File: src/rtl/mealy_seq_ctrl_pkg.sv
// Shared types and constants for the Mealy FSM sequencer.
package mealy_ctrl_pkg;

  localparam int SYM_W           = 2;
  localparam int DEFAULT_STATE_W = 3;

  typedef enum logic [2:0] {
    IDLE,
    INIT,
    WAIT,
    STEP,
    CAPTURE,
    DONE
  } ctrl_state_t;

endpackage

File: src/rtl/mealy_seq_ctrl_step_tick_gen.sv
// Step event source: a TICK_DIV auto-step timer or a rising edge of the step button.
module step_tick_gen #(
  parameter int TICK_DIV = 100000000
) (
  input  logic clk,
  input  logic reset,
  input  logic enable,
  input  logic step_mode,
  input  logic step_btn,
  output logic step_evt
);

  localparam int CNT_W = $clog2(TICK_DIV);
  localparam logic [CNT_W-1:0] CNT_LAST = CNT_W'(TICK_DIV - 1);

  logic [CNT_W-1:0] tick_cnt;
  logic             btn_q;

  // The counter is held at zero outside auto-mode WAIT cycles, so no partial count survives.
  always_ff @(posedge clk) begin
    if (reset) begin
      tick_cnt <= '0;
      btn_q    <= 1'b0;
    end else begin
      btn_q <= step_btn;
      if (!enable || step_mode || tick_cnt == CNT_LAST)
        tick_cnt <= '0;
      else
        tick_cnt <= tick_cnt + CNT_W'(1);
    end
  end

  assign step_evt = enable & (step_mode ? (step_btn & ~btn_q) : (tick_cnt == CNT_LAST));

endmodule

File: src/rtl/mealy_seq_ctrl.sv
// Replays a stored 2-bit symbol program into the board's Mealy FSM and
// captures the FSM output bit of every step.
module mealy_seq_ctrl
  import mealy_ctrl_pkg::*;
#(
  parameter int DEPTH    = 16,
  parameter int TICK_DIV = 100000000,
  parameter int STATE_W  = DEFAULT_STATE_W
) (
  input  logic                   clk,
  input  logic                   reset,
  input  logic                   load_valid,
  input  logic [SYM_W-1:0]       load_sym,
  input  logic                   clear,
  input  logic                   start,
  input  logic                   step_mode,
  input  logic                   step_btn,
  input  logic [STATE_W-1:0]     init_state,
  input  logic                   fsm_out,
  input  logic [STATE_W-1:0]     fsm_state,
  output logic [SYM_W-1:0]       sw_out,
  output logic                   ctrl_out,
  output logic                   fsm_reset,
  output logic [STATE_W-1:0]     state_init,
  output logic                   busy,
  output logic                   done,
  output logic [$clog2(DEPTH):0] len,
  output logic [$clog2(DEPTH):0] idx,
  output logic [DEPTH-1:0]       out_bits,
  output logic [STATE_W-1:0]     final_state
);

  localparam int ADDR_W = $clog2(DEPTH);
  localparam int IDX_W  = ADDR_W + 1;
  localparam logic [IDX_W-1:0] FULL = IDX_W'(DEPTH);

  ctrl_state_t      state, state_next;
  logic [SYM_W-1:0] prog [DEPTH];
  logic             step_evt;
  logic             last_step;
  logic             can_edit;
  logic             do_load;

  assign last_step = (idx == len - IDX_W'(1));
  assign can_edit  = (state == IDLE) || (state == DONE);
  assign do_load   = (state == IDLE) && load_valid && !clear && (len != FULL);

  step_tick_gen #(
    .TICK_DIV (TICK_DIV)
  ) u_tick (
    .clk       (clk),
    .reset     (reset),
    .enable    (state == WAIT),
    .step_mode (step_mode),
    .step_btn  (step_btn),
    .step_evt  (step_evt)
  );

  always_ff @(posedge clk) begin
    if (reset) state <= IDLE;
    else       state <= state_next;
  end

  always_comb begin
    state_next = state;
    case (state)
      IDLE:    if (!clear && start && len != '0) state_next = INIT;
      INIT:    state_next = WAIT;
      WAIT:    if (step_evt) state_next = STEP;
      STEP:    state_next = CAPTURE;
      CAPTURE: state_next = last_step ? DONE : WAIT;
      DONE: begin
        if (clear)      state_next = IDLE;
        else if (start) state_next = INIT;
      end
      default: state_next = IDLE;
    endcase
  end

  // The buffer has no reset: len alone decides which entries are meaningful.
  always_ff @(posedge clk) begin
    if (!reset && do_load)
      prog[len[ADDR_W-1:0]] <= load_sym;
  end

  // Outputs are registered from state_next so each pulse lines up with its state.
  always_ff @(posedge clk) begin
    if (reset) begin
      sw_out      <= '0;
      ctrl_out    <= 1'b0;
      fsm_reset   <= 1'b0;
      state_init  <= '0;
      busy        <= 1'b0;
      done        <= 1'b0;
      len         <= '0;
      idx         <= '0;
      out_bits    <= '0;
      final_state <= '0;
    end else begin
      ctrl_out  <= 1'b0;
      fsm_reset <= 1'b0;
      busy      <= state_next inside {INIT, WAIT, STEP, CAPTURE};
      done      <= (state_next == DONE);
      if (can_edit && clear) begin
        sw_out      <= '0;
        state_init  <= '0;
        len         <= '0;
        idx         <= '0;
        out_bits    <= '0;
        final_state <= '0;
      end else begin
        if (do_load)
          len <= len + IDX_W'(1);
        if (state_next == INIT) begin
          state_init <= init_state;
          fsm_reset  <= 1'b1;
          idx        <= '0;
          out_bits   <= '0;
        end
        if (state_next == STEP) begin
          sw_out   <= prog[idx[ADDR_W-1:0]];
          ctrl_out <= 1'b1;
        end
        if (state == CAPTURE) begin
          out_bits[idx[ADDR_W-1:0]] <= fsm_out;
          if (last_step) final_state <= fsm_state;
          else           idx         <= idx + IDX_W'(1);
        end
      end
    end
  end

endmodule

File: config.mk
export PLATFORM = sky130hd
export DESIGN_NAME = mealy_seq_ctrl
export DESIGN_NICKNAME = d
export VERILOG_FILES = /design/src/rtl/mealy_seq_ctrl_pkg.sv /design/src/rtl/mealy_seq_ctrl_step_tick_gen.sv /design/src/rtl/mealy_seq_ctrl.sv
export SDC_FILE = /design/constraint.sdc
export NUM_CORES = 1
export LEC_CHECK = 0
export BUFFER_PORTS_ARGS = -buffer_cell sky130_fd_sc_hd__buf_2
export CORE_MARGIN = 2
export CORE_UTILIZATION = 52
export DETAILED_ROUTE_END_ITERATION = 8
export PLACE_DENSITY_LB_ADDON = 0.3
export SLEW_MARGIN = 10
export SYNTH_ARGS = -nofsm -noshare
export SYNTH_HDL_FRONTEND = slang
export SYNTH_SLANG_ARGS = --single-unit
File: constraint.sdc
create_clock -name clk -period 2.2 [get_ports clk]
set_input_delay 0.22 -clock clk [delete_from_list [all_inputs] [get_ports clk]]
set_output_delay 0.22 -clock clk [all_outputs]
set_load 0.01 [all_outputs]
==> flow_summary.toml <==
[power]
p_comb_share_pct = 2.9
seqPwrFrac_pct = 59.5
intPower_mw = 2.42
swShare_pct = 25.1
power_switching_mw = 0.812
p_per_area_nw_per_um2 = 614
ir_worst_vdd_v = 0.000627
p_leak_nw = 1.84
pwr-share-clk_pct = 37.5

[grt]
grt_overflow = 0
grt_max_degree = 34
grt_use_total_pct = 21.1
grt_pass1_wl_um = 16700
antenna_found_initial = 0
grt_pass1_vias = 3522

[logic_synthesis]
synthesis.nets = 487
yosysSeqAreaShare_pct = 50.4
syn_area_per_cell_um2 = 10.1
synthFlopType = "dfxtp_1"
ys_types = 50
yosysTopAreaCell = "dfxtp_1"
synth.most_common_cell = "nor2_1"
yosys-top-cells-area = "dfxtp_1 (30%), edfxtp_1 (21%), nor2_1 (5.7%), mux4_2 (4.8%), xnor2_1 (4.5%)"
synth_cells = 462
synth_area_um2 = 4650
synthTopCellsByCount = "nor2_1 (71), dfxtp_1 (69), nand2_1 (35), edfxtp_1 (32), a21oi_1 (28)"
yosysWarnings = 0
synth_edf_count = 32
ys_seq_elements = 101
synthDominantCellAreaShare_pct = 29.7
synthArstFlopShare_pct = 0

[setup_path]
rr_startpoint = "len[0]$_SDFFE_PP0P_"
crit_fanout = 7
worstSetupPathType = "reg -> reg"
critPathLaunchType = "flop"
reg2reg_depth = 7
r2r-end = "idx[0]$_SDFF_PP0_"
critPathRequiredTime_ns = 2.49
cp.arrival_ns = 2.30
r2r_slack_ns = 0.19
cp-end-kind = "flop"

[timing]
slew-limit-headroom_pct = 51.8
period_minus_slack_ns = 2.01
hold_viol = 0
worstMarginPinSlew_ns = 0.723
rsz0062_at_grt = "no"
max_freq_mhz = 498
slew_violations = 0
finalCritPeriodShare_pct = 91.3
finalSetupTns_ns = 0
finalClockSkew_ns = 0.0160
finalSetupViolations = 0
holdWs_ns = 0.0754

[floorplan]
io_pins = 54
fp.dieW_um = 98.6
start_util_pct = 53.6
rows = 34
die_area_um2 = 9710
coreArea_um2 = 8680
die_h_um = 98.6

[drt]
wl_per_cell_um = 16.0
vias = 3608
m1WireLength_um = 4660
wl_met3_um = 448
routed_wl_um = 10100
dr.pass1.iters = 4
routed_via_density = 5.73
dr.first_iter.drc_count = 165
met2_length_um = 4900
top_layer = "met4"
antenna_left = 0
drc = 0

[min_path]
hold_path_end = "state_init[2]$_SDFFE_PP0P_"
hold_depth = 3
holdCritPathClass = "in -> reg"
worstHoldStart = "init_state[2]"

[finish]
multi_input_area_um2 = 2130
fin_nets = 542
fillers = 748
seqCellArea_um2 = 2340
diodes = 0
drive_gt1_share_pct = 19.9
area_growth_pct = 13.3

[clock_tree]
clk-insertion-delay-late_ns = 0.37
htreeDepth = 3
numCtsBuffers = 9
cts_tree = "done"
clock_path_buffers = 2
clkTransAtPathRegs_ns = 0.12
post_cts_buffers = 0
cts-root-buf = "clkbuf_8"
cts.sinks = 101

[place]
dp_hpwl_um = 7190
io_buffers = 53
place.gp.congestion = 0.819

[flow_run]
cap_violations = 0

[status]
status = "finished, final reports clean"
timing repair:
| item | 4_1_cts | 5_1_grt |
|---|---|---|
| endpoints found under the setup margin | 0 | 13 |
| resized for setup | 0 | 1 |
| hold buffers | 0 | 0 |
routing by layer:
layer,vias to the layer above,global-route usage [%]
li1,1767,-
met5,-,0
met3,6,5.32
met2,99,35.5
met1,1736,27.7
met4,0,5.27
worst max path at each step:
stage                              from                end  cells after the start
CTS                 len[0]$_SDFFE_PP0P_  idx[0]$_SDFF_PP0_                      7
detailed placement  len[0]$_SDFFE_PP0P_  idx[0]$_SDFF_PP0_                      7
global route        len[0]$_SDFFE_PP0P_  idx[0]$_SDFF_PP0_                      7
finish              len[0]$_SDFFE_PP0P_  idx[0]$_SDFF_PP0_                      7
global placement    len[0]$_SDFFE_PP0P_  idx[0]$_SDFF_PP0_                      7
floorplan           len[0]$_SDFFE_PP0P_    busy$_SDFF_PP0_                      8
kinds of logic after synthesis:
logic type | count (synthesis) | share of synthesized area, %
AO/OA/AOI/OAI | 68 | 9.55
XOR/XNOR | 34 | 6.40
adder cells (fa/ha/maj) | 9 | 2.42
buffers and inverters | 35 | 4.01
flip-flops | 101 | 50.4
multiplexers | 14 | 5.71
AND/OR/NAND/NOR | 201 | 21.5
power groups by stage:
stage | Clock (mW) | Combinational [mW] | Sequential [mW]
after global routing | 1.31 | 0.104 | 1.93
after CTS | 1.24 | 0.0948 | 1.93
after floorplan | 0 | 0.0521 | 1.97
after global placement | 0 | 0.0912 | 1.97
after detailed placement | 0 | 0.0941 | 1.97
final | 1.21 | 0.0954 | 1.93
registers in the layout, indices dropped and copies added, names as in the netlist, 2 cells and up:
register / cells
len: 5
state_init: 3
u_tick.tick_cnt: 27
sw_out: 2
state: 3
out_bits: 16
final_state: 3
idx: 5
prog: 32
critical path, stage by stage, from the launching register on:
cell	delay (ns)
dfxtp_1	0.36
inv_1	0.06
ha_1	0.29
o21ba_2	0.24
a221oi_2	0.37
o211a_1	0.28
o21ai_1	0.13
o31ai_1	0.20
final cells by class:
cell class              instances  share of cell area (%)
flip-flops and latches        101                    44.5
multi-input cells             326                    40.4
repair buffers                 70                    7.93
inverters                       9                   0.641
clock inverters                 7                    1.69
well taps                     108                    2.56
clock buffers                   9                    2.35
placed cells by master (no fill, tap or decap), types with 5 or more instances in the layout:
cell type	n
nor2_1	71
dfxtp_1	69
buf_2	53
nand2_1	35
edfxtp_1	32
a21oi_1	28
xnor2_1	24
nand4_1	20
nand3_1	20
buf_4	15
mux4_2	10
xor2_1	10
o211ai_1	10
inv_1	9
ha_1	9
clkbuf_8	9
o21ai_0	8
nor4_1	7
and4_1	7
nor3_1	6
nor2b_1	6
or3_1	5
nand3b_1	5
metrics by stage:
step | util [%] | cell area, µm² | total power, mW | setup WS (ns) | cells
after detailed placement | 58.2 | 5050 | 2.06 | 0.160 | 614
after floorplan | - | 4650 | 2.02 | 0.0248 | 462
final | 60.7 | 5270 | 3.23 | 0.191 | 630
after global placement | 58.2 | 5050 | 2.06 | 0.236 | 614
after global routing | 60.7 | 5270 | 3.34 | 0.0130 | 630
after CTS | 60.6 | 5260 | 3.26 | 0.0505 | 630
Note: power is estimated with default switching activity, not from simulation.
